`config.mk`:
```
export PLATFORM = sky130hd
export DESIGN_NAME = selector_lookup_ctrl
export DESIGN_NICKNAME = d
export VERILOG_FILES = /design/src/rtl/selector_pkg.sv /design/src/rtl/Selector.sv /design/src/rtl/selector_lookup_ctrl.sv
export SDC_FILE = /design/constraint.sdc
export NUM_CORES = 1
export LEC_CHECK = 0
export CORE_ASPECT_RATIO = 1.25
export CORE_MARGIN = 1.5
export CORE_UTILIZATION = 63
export CTS_BUF_LIST = sky130_fd_sc_hd__clkbuf_16
export CTS_CLUSTER_DIAMETER = 120
export DETAILED_ROUTE_END_ITERATION = 7
export MAX_ROUTING_LAYER = met4
export PLACE_DENSITY = 0.85
export SLEW_MARGIN = 0
export SYNTH_ARGS = -nofsm -noshare
export SYNTH_HDL_FRONTEND = slang
export SYNTH_SLANG_ARGS = --single-unit
```
`constraint.sdc`:
```
create_clock -name clk -period 2.87 [get_ports clk]
set_clock_uncertainty 0.05 [all_clocks]
set_input_delay 0.7175 -clock clk [delete_from_list [all_inputs] [get_ports clk]]
set_output_delay 0.7175 -clock clk [all_outputs]
set_load 0.05 [all_outputs]
```
`src/rtl/selector_pkg.sv`:
```
// rtl/selector_pkg.sv - shared state encoding and width helpers for the selector lookup slice
// Optional feature macro used by this slice: SELECTOR_MULTI_HIT_EN
package selector_pkg;

    typedef enum logic [1:0] {
        LOAD  = 2'd0,
        SERVE = 2'd1,
        RESP  = 2'd2
    } state_t;

    // Address width for a value range of 'size'; never narrower than one bit.
    function automatic int addr_width(input int size);
        return (size > 1) ? $clog2(size) : 1;
    endfunction

    // Data width for a table of 'depth' entries; never narrower than one bit.
    function automatic int data_width(input int depth);
        return (depth > 1) ? $clog2(depth) : 1;
    endfunction

    // Width of a counter that must hold every value 0..depth inclusive.
    function automatic int count_width(input int depth);
        return $clog2(depth + 1);
    endfunction

endpackage

```
`src/rtl/Selector.sv`:
```
// rtl/Selector.sv - combinational associative lookup: OR of data fields whose address equals n
module Selector
    import selector_pkg::*;
#(
    parameter int SIZE = 16,
    parameter int K    = 8,
    localparam int AW  = addr_width(SIZE),
    localparam int DW  = data_width(K),
    localparam int EW  = AW + DW
) (
    input  logic [K*EW-1:0] inputs,
    input  logic [AW-1:0]   n,
    output logic [DW-1:0]   data
);

    // Every entry whose address field equals n contributes its data field.
    always_comb begin
        data = '0;
        for (int i = 0; i < K; i++) begin
            if (inputs[i*EW+DW +: AW] == n) begin
                data = data | inputs[i*EW +: DW];
            end
        end
    end

endmodule

```
`src/rtl/selector_lookup_ctrl.sv`:
```
// rtl/selector_lookup_ctrl.sv - table load / query / response sequencer around Selector (option: SELECTOR_MULTI_HIT_EN)
module selector_lookup_ctrl
    import selector_pkg::*;
#(
    parameter int SIZE = 16,
    parameter int K    = 8,
    localparam int AW  = addr_width(SIZE),
    localparam int DW  = data_width(K),
    localparam int EW  = AW + DW
) (
    input  logic          clk,
    input  logic          rst_n,
    input  logic          clear,
    input  logic          load_valid,
    output logic          load_ready,
    input  logic [AW-1:0] load_addr,
    input  logic [DW-1:0] load_data,
    input  logic          load_last,
    input  logic          query_valid,
    output logic          query_ready,
    input  logic [AW-1:0] query_n,
    output logic          resp_valid,
    input  logic          resp_ready,
    output logic [DW-1:0] resp_data,
`ifdef SELECTOR_MULTI_HIT_EN
    output logic          resp_multi,
`endif
    output logic          resp_hit
);

    localparam int CW = count_width(K);

    state_t            state;
    state_t            state_nxt;
    logic [CW-1:0]     count;
    logic [K*EW-1:0]   tbl;
    logic [K-1:0]      valid;
    logic [K*EW-1:0]   sel_bus;
    logic [DW-1:0]     sel_data;
    logic [K-1:0]      match;
    logic              load_acc;
    logic              query_acc;

    // clear wins over every same-cycle handshake.
    assign load_acc  = load_valid  && (state == LOAD)  && !clear;
    assign query_acc = query_valid && (state == SERVE) && !clear;

    // State register.
    always_ff @(posedge clk) begin
        if (!rst_n) begin
            state <= LOAD;
        end else begin
            state <= state_nxt;
        end
    end

    // Next-state and handshake outputs.
    always_comb begin
        state_nxt   = state;
        load_ready  = 1'b0;
        query_ready = 1'b0;
        resp_valid  = 1'b0;
        case (state)
            LOAD: begin
                load_ready = 1'b1;
                if (load_acc && (load_last || (count == CW'(K - 1)))) begin
                    state_nxt = SERVE;
                end
            end
            SERVE: begin
                query_ready = 1'b1;
                if (query_acc) begin
                    state_nxt = RESP;
                end
            end
            RESP: begin
                resp_valid = 1'b1;
                if (resp_ready && !clear) begin
                    state_nxt = SERVE;
                end
            end
            default: state_nxt = LOAD;
        endcase
        if (clear) begin
            state_nxt = LOAD;
        end
    end

    // Table storage, valid bits and fill count; entries fill slots in order.
    always_ff @(posedge clk) begin
        if (!rst_n) begin
            tbl   <= '0;
            valid <= '0;
            count <= '0;
        end else if (clear) begin
            valid <= '0;
            count <= '0;
        end else if (load_acc) begin
            for (int i = 0; i < K; i++) begin
                if (count == CW'(i)) begin
                    tbl[i*EW +: EW] <= {load_addr, load_data};
                    valid[i]        <= 1'b1;
                end
            end
            count <= count + CW'(1);
        end
    end

    // Invalid slots are presented to Selector as zero so stale contents left
    // after a clear can never leak into resp_data.
    always_comb begin
        sel_bus = '0;
        for (int i = 0; i < K; i++) begin
            if (valid[i]) begin
                sel_bus[i*EW +: EW] = tbl[i*EW +: EW];
            end
        end
    end

    // Per-slot hit vector: only valid entries can report a match.
    always_comb begin
        match = '0;
        for (int i = 0; i < K; i++) begin
            match[i] = valid[i] && (tbl[i*EW+DW +: AW] == query_n);
        end
    end

    Selector #(
        .SIZE (SIZE),
        .K    (K)
    ) u_selector (
        .inputs (sel_bus),
        .n      (query_n),
        .data   (sel_data)
    );

`ifdef SELECTOR_MULTI_HIT_EN
    logic [CW-1:0] hit_count;

    // Number of valid entries matching the query.
    always_comb begin
        hit_count = '0;
        for (int i = 0; i < K; i++) begin
            hit_count = hit_count + CW'(match[i]);
        end
    end

    // Response registers, captured on query acceptance and held until consumed.
    always_ff @(posedge clk) begin
        if (!rst_n) begin
            resp_data  <= '0;
            resp_hit   <= 1'b0;
            resp_multi <= 1'b0;
        end else if (query_acc) begin
            resp_data  <= sel_data;
            resp_hit   <= |match;
            resp_multi <= (hit_count >= CW'(2));
        end
    end
`else
    // Response registers, captured on query acceptance and held until consumed.
    always_ff @(posedge clk) begin
        if (!rst_n) begin
            resp_data <= '0;
            resp_hit  <= 1'b0;
        end else if (query_acc) begin
            resp_data <= sel_data;
            resp_hit  <= |match;
        end
    end
`endif

endmodule
```
# Word-level counts from Yosys, hierarchy flattened
# Cells that the tools add are included.
[op_classes]
order_cmp = 0
shifts = 0
reduce_logical = 37
muxes = 23
div_mod_pow = 0
addsub = 1
bitwise_logic = 9
mul = 0
eq_ne = 28
[op_table]
columns = ["cell", "count"]
rows = [
  ["$eq 4x4->1", 16],
  ["$mux 7", 8],
  ["$reduce_and 3->1", 9],
  ["$mux 3", 8],
  ["$or 3x3->3", 7],
  ["$eq 4x3->1 const B", 4],
  ["$reduce_and 2->1", 8],
  ["$logic_and 1x1->1", 14],
  ["$eq 4x2->1 const B", 2],
  ["$reduce_or 8->1", 1],
  ["$mux 2", 3],
  ["$pmux 2 s3", 1],
  ["$add 4x1->4 const B", 1],
  ["$eq 4x1->1 const B", 1],
  ["$logic_not 4->1", 1],
  ["$ne 2x2->1 const B", 2],
  ["$mux 1", 3],
  ["$eq 2x1->1 const B", 1],
  ["$eq 2x2->1 const B", 1],
  ["$logic_not 2->1", 1],
  ["$ne 2x1->1 const B", 1],
  ["$not 1->1", 2],
  ["$reduce_or 2->1", 1],
  ["$logic_not 1->1", 1],
  ["$logic_or 1x1->1", 1],
]
[word_totals]
reg_bits = 74
latchBits = 0
ram_bits = 0
in_bits = 18
output_inout_bits = 7
n_memories = 0
mem_bits_ro = 0

# Depth between registers and ports, before layout
# Gate-level depths: netlist of run 1.
[logic_depth]
ltp_word = 17
ltp_mapped = 7
mapped_depth_nobuf = 5

# By module
# Synthesis of run 1 repeated with hierarchy kept, for this count alone.
[hier_totals]
cells_unflattened = 476
area_unflattened_um2 = 4185.3
[by_module_without_submodules]
columns = ["module", "instances", "area_each_um2", "cells_each", "seq_area_each_um2"]
rows = [
  ["selector_lookup_ctrl", 1, 3694.8, 417, 1481.4],
  ["Selector", 1, 490.5, 59, 0.0],
]

# Worst setup path after synthesis of run 1
# OpenSTA, ideal clock, no wires.
[synth_timing]
kind = "in2reg"
start = "input port load_valid"
end = "register tbl[54]"
arrival_ps = 1904
path_buffers = 2
cell_stages = 7
required_ps = 2703
setup_time_ps = 117
path_slack_ps = 798
cell_sequence = "or3b_1 buf_2 nor4b_4 buf_6 nand2_4 nand2_1 a21boi_1"
[synth_between]
elab_chain_cells = 3
[synth_lines]
columns = ["element", "line_no", "rtl"]
rows = [
  ["start, declared", "selector_lookup_ctrl.sv:14", "input logic load_valid,"],
  ["$logic_and 1x1->1 (2 in a row)", "selector_lookup_ctrl.sv:45", "assign load_acc = load_valid && (state == LOAD) && !clear;"],
  ["$reduce_and 3->1 (no line)", "-", ""],
  ["end signal, assigned by index", "selector_lookup_ctrl.sv:101", "tbl[i*EW +: EW] <= {load_addr, load_data};"],
  ["end, declared", "selector_lookup_ctrl.sv:36", "logic [K*EW-1:0] tbl;"],
]
# No other way between the ends.
# A chain may end at the register's enable or synchronous reset.

# Worst setup path in the final report of run 1
[layout_timing]
start = "register state[1]"
end = "output port resp_valid"
[layout_between]
elab_chain_cells = 2
[layout_lines]
columns = ["element", "line_no", "rtl"]
rows = [
  ["start, declared", "selector_lookup_ctrl.sv:33", "state_t state;"],
  ["start signal, assigned", "selector_lookup_ctrl.sv:53", "state <= state_nxt;"],
  ["$eq 2x2->1", "selector_lookup_ctrl.sv:63", "case (state)"],
  ["$mux 1", "selector_lookup_ctrl.sv:63", ""],
  ["end, declared", "selector_lookup_ctrl.sv:22", "output logic resp_valid,"],
]
# No other way between the ends.

==> results of run 1 <==
## through the flow
step / utilization / power, mW
after floorplan: - / 1.17
after global placement: 0.712 / 1.24
after detailed placement: 0.712 / 1.24
after CTS: 0.760 / 2.21
after global routing: 0.760 / 2.28
final: 0.760 / 2.21
## sequential cells by signal, summed over array words and instances (netlist names)
| signal | flops |
|---|---|
| count | 4 |
| resp_data | 3 |
| resp_hit | 1 |
| state | 2 |
| tbl | 56 |
| valid | 8 |
## kinds of logic (layout without fill, tap and decap cells)
family | after synthesis | after routing | share of synthesized area
xor+xnor | 35 | 35 | 0.0873
buf+inv | 47 | 72 | 0.0595
fa+ha+maj | 4 | 4 | 0.0143
flops | 74 | 74 | 0.422
compound gates | 87 | 87 | 0.175
simple gates | 177 | 177 | 0.242
## worst max-delay path, stage by stage (launching register included)
cell and delay, ps:
dfxtp_1 400, nor2b_1 240, clkdlybuf4s50_1 840
## worst paths after layout
check,from,cells after the start,endpoint,slack (ps)
worst min register to register,valid[6],2,valid[6],410
worst min-delay path,valid[6],2,valid[6],410
worst max-delay path,state[1],2,resp_valid,290
worst max register to register,state[1],6,tbl[36],870
## placed cells by master, fill, tap and decap left out, types with 2 or more instances in the layout
cell type and n:
a2111oi_0 3, a21boi_0 27, a21boi_1 29, a21oi_1 13, a222oi_1 3, a31oi_1 5
buf_12 3, buf_4 15, clkbuf_16 9, clkdlybuf4s50_1 24, clkinv_1 2, clkinv_2 2
dfxtp_1 74, ha_1 4, inv_1 15, nand2_1 68, nand2_4 2, nand2b_1 2
nand3_1 70, nor2_1 16, nor2b_1 2, nor3_1 7, nor4_1 2, o21ai_0 5
xnor2_1 30, xor2_1 5
## metal layers
layer  vias to the layer above  global-route usage
li1                       1479                   -
met1                      1431               0.352
met2                       157               0.528
met3                        28              0.0674
met4                         0               0.168
met5                         -                   -
## power breakdown
part           internal [mW]  switching, mW  leakage [nW]
Combinational         0.0763          0.102         0.608
Clock                  0.573          0.415         0.131
Sequential              1.04        0.00642         0.597
## final cells by class
cell class | count | area [sq um] | area share
well taps | 64 | 80.1 | 0.0195
flip-flops and latches | 74 | 1480 | 0.360
repair buffers | 42 | 413 | 0.100
clock buffers | 9 | 225 | 0.0548
multi-input cells | 303 | 1820 | 0.443
inverters | 14 | 52.6 | 0.0128
clock inverters | 7 | 37.5 | 0.00913
==> metrics, run 1 <==
result of the run=completed; Initial Util=0.650; Post-synth top cells=74 x dfxtp_1, 70 x nand3_1, 68 x nand2_1; CP Class=register to primary output; top_reg_cell synth=dfxtp_1; Resized Gates After CTS=0; # diodes=0; Via-to-Cell Ratio=roughly 6.0; worst hold path type=register to register; Final Hold Viols=0; RSZ-0062 raised after global routing=false; CTS root buf=clkbuf_16; max-slew violations=0; CTS tree=yes; WL final=8890 microns; Detail Placement HPWL=about 5900 microns; I/O pin cnt=25; Post-DP Area=slightly below 0.004 sq mm; minimum clock period=around 2600 ps; number of nets in the layout=466; Filler cells=395; worst-path fanout max=5; via count=just over 3000; ANT nets after route=0; top layer in use=met4; WL met1=3430 microns; Startpoint Class=register; Post-synth EDFFs=0; Worst-path clk slew=approximately 60 ps; CP Capture Type=primary output; area leader, netlist=dfxtp_1; Mapped Nets=around 450; FP Rows=30; initial antenna violation count=0; H-tree levels=3; full die area=0.00603 sq mm; Post-Synthesis Cells=~420; met2 wire len=between 4000 and 5000 microns; Required @ worst endpoint=2100 ps; largest net degree at the start of global routing=50; dpl cells=between 400 and 500; gr ovfl total=0; clk_lat worst skew=about 330 ps; CTS buffer count=9; Total GRT Usage=0.315; Design Area, Final=around 0.0041 sq mm; vias in the first global route=slightly below 3000; achievable frequency=just under 400 MHz; largest vdd supply drop=approximately 0.00052 V; global-route wire length before repair=14300 microns; Avg WL per Cell=17.3 microns; post-route insts no fill=513; max-cap violation count=0; hold slack=405 ps; pwr/cell area=538 mW/mm^2; I/O Buffers=24; sequential area share after synthesis=0.422; Leak=approximately 1.3 nW; WP data arrival=between 1500 and 2000 ps; Avg Cell Area, Syn=8.28 sq um; Place WS=between 100 and 150 ps; top cells by area, synth=dfxtp_1 42%, nand3_1 10%, xnor2_1 7.5%, nand2_1 7.3%, a21boi_1 6.2%; top-count cell post-synth=dfxtp_1; Post-synth ARST share=0; Die X=69.8 microns; drt drc=0; Hold-fix buffers, CTS=0; Worst-Margin Slew=approximately 870 ps; total core area=between 0.005 and 0.006 sq mm; Ys Warns=0; DR iter-0 viols=419; Met3 Routed Length=slightly below 700 microns; clk sinks=74; setup ws final=289 ps; area grow syn2layout=17.1%; CTS max path bufs=2; Finish-stage setup viols=0; Netlist Area Pre-Place=0.00351 sq mm; gp weighted congestion=between 0.9 and 1; Post-CTS Setup Bufs=0; Max transition margin=0.420; Yosys top cell area share=0.422; Cell variety after synth=35; setup TNS=0 ps; Final Cycle Share=0.899; Yosys reg bits=74; share of cells above drive strength 1=0.0802; 1st-pass router iterations=5; Chip Height=roughly 86 microns
Power figures use the tool's default switching activity.
==> run 2, diff against run 1 <==
CORE_MARGIN = default   (was 1.5)
==> run 2 against run 1 <==
Register-to-register slack is essentially flat; first-iteration DRC count shrank 18%; fmax shrank 1.2%; design area shrank 0.70%; wire length grew 1.6%; via count grew 0.84%; critical endpoint unchanged.
==> metrics, run 2 (synthesis results as in run 1) <==
result of the run=completed (unchanged); Die X=68.8 microns (was 69.8 microns); switching power=503 uW (was 524 uW); initial antenna violation count=0 (unchanged); Sequential cell area=0.00148 sq mm (unchanged); max-cap violation count=0 (unchanged); setup TNS=0 ps (unchanged); CP max-delay cell=clkdlybuf4s50_1 (unchanged); ANT nets after route=0 (unchanged); commonest cells after routing, fill and taps aside=74 x dfxtp_1, 70 x nand3_1, 68 x nand2_1 (unchanged); FP Rows=30 (unchanged); worst hold path type=register to register (unchanged); minimum clock period=2610 ps (was 2580 ps); Sw Share=0.230 (was 0.237); Resized Gates After CTS=0 (unchanged); top layer in use=met4 (unchanged); Seq pwr share=0.478 (was 0.472); combinational share of power=0.082 (was 0.081); Worst-Margin Slew=667 ps (was 869 ps); largest vdd supply drop=0.000384 V (was 0.000518 V); Worst-path clk slew=50 ps (was 60 ps); Startpoint Class=register (unchanged); share of cells above drive strength 1=0.0761 (was 0.0802); gr ovfl total=0 (unchanged); total core area=0.00541 sq mm (unchanged); met2 wire len=4480 microns (was 4460 microns); number of nets in the layout=465 (was 466); area grow syn2layout=16.3% (was 17.1%); Avg WL per Cell=17.7 microns (was 17.3 microns); Required @ worst endpoint=2100 ps (about the same); Final Cycle Share=0.910 (was 0.899); worst-path fanout max=5 (unchanged); Chip Height=85.5 microns (was 86.5 microns); DR iter-0 viols=342 (was 419); cells along the critical path=nor2b_1 -> clkdlybuf4s50_1 (unchanged); drt drc=0 (unchanged); CTS buffer count=9 (unchanged); Met3 Routed Length=656 microns (was 695 microns); CP Buf/Inv Count=1 (unchanged); most common cell after layout, fill and taps aside=dfxtp_1 (unchanged); CP Class=register to primary output (unchanged); vias in the first global route=2956 (was 2972); clk sinks=74 (unchanged); Clock power frac=0.440 (was 0.447); Via-to-Cell Ratio=6.11 (was 6.03); max-slew violations=0 (unchanged); WL final=9030 microns (was 8890 microns); Max transition margin=0.556 (was 0.420); post-route insts no fill=511 (was 513); # diodes=0 (unchanged); Pint=1.68 mW (was 1.69 mW); Reg2Reg Depth=6 (unchanged); Post-CTS Setup Bufs=0 (unchanged); Largest Register=tbl (unchanged); largest net degree at the start of global routing=61 (was 50); achievable frequency=383 MHz (was 387 MHz); CTS root buf=clkbuf_16 (unchanged); WP data arrival=1840 ps (was 1810 ps); stages on the worst setup path=2 (unchanged); RSZ-0062 raised after global routing=false (unchanged); CTS max path bufs=2 (unchanged); global-route wire length before repair=14500 microns (was 14300 microns); I/O pin cnt=25 (unchanged); I/O Buffers=24 (unchanged); full die area=0.00588 sq mm (was 0.00603 sq mm); Final Hold Viols=0 (unchanged); CP Capture Type=primary output (unchanged); dpl cells=496 (was 497); gp weighted congestion=0.946 (was 0.936); Largest register FFs=56 (unchanged); Leak=1.33 nW (was 1.34 nW); CP top delay family=buffers and inverters (unchanged); 1st-pass router iterations=5 (unchanged); Filler cells=414 (was 395); worst hold path depth=2 (unchanged); Initial Util=0.650 (unchanged); via count=3121 (was 3095); Detail Placement HPWL=6050 microns (was 5910 microns); CP peak stage delay=850 ps (was 840 ps); Total GRT Usage=0.357 (was 0.315); Hold-fix buffers, CTS=0 (unchanged); Finish-stage setup viols=0 (unchanged); H-tree levels=3 (unchanged); CTS tree=yes (unchanged); pwr/cell area=534 mW/mm^2 (was 538 mW/mm^2); WL met1=3480 microns (was 3430 microns); footprint of the multi-input gates=0.00182 sq mm (unchanged); clk_lat worst skew=330 ps (about the same); Largest regs=tbl (56), valid (8), count (4) (unchanged)
run 2: cell count changes in the layout (fill, tap and decap cells not counted), sizes merged:
cell and delta:
clkinv -3, inv +2, buf -1
run 2: worst paths after layout:
kind / slack (ps) / from / endpoint
max: 260 / state[1] / resp_valid
max reg2reg: 870 / state[1] / tbl[38]
min: 400 / valid[0] / valid[0]
min reg2reg: 400 / valid[0] / valid[0]
run 2: per-layer routing:
layer / global-route usage / vias to the layer above
met1: 0.419 / 1454
met4: 0.191 / 0
li1: - / 1481
met2: 0.551 / 145
met3: 0.0887 / 41
met5: - / -
run 2: cell type report:
type                            count  area share
Clock inverter                      6     0.00705
Tap cell                           64      0.0196
Timing Repair Buffer               41      0.0963
Sequential cell                    74       0.363
Clock buffer                        9      0.0552
Inverter                           14      0.0129
Multi-Input combinational cell    303       0.446
run 2: power groups by stage:
stage / Clock [mW] / Sequential, mW / Combinational (mW)
finish: 0.959 / 1.04 / 0.178
floorplan: 0 / 1.07 / 0.108
detailed placement: 0 / 1.07 / 0.174
global placement: 0 / 1.06 / 0.171
global route: 1.02 / 1.04 / 0.191
CTS: 0.968 / 1.04 / 0.175
run 2: worst reg2reg max path: stages, from the launching register on:
cell and delay, ps:
dfxtp_1 340, or3b_1 520, nor4b_4 300, buf_12 230, nand2_1 200, nand2_1 170
a21boi_1 80
run 2: through the flow:
stage / area [sq um] / setup slack (ps) / util / hold WS [ps] / total power [mW]
detailed placement: 3830 / 95.2 / 0.708 / 390 / 1.24
CTS: 4080 / 248 / 0.755 / 398 / 2.19
global route: 4080 / 114 / 0.755 / 409 / 2.25
floorplan: 3510 / 798 / - / 376 / 1.17
finish: 4080 / 258 / 0.755 / 404 / 2.18
global placement: 3830 / 131 / 0.708 / 386 / 1.24
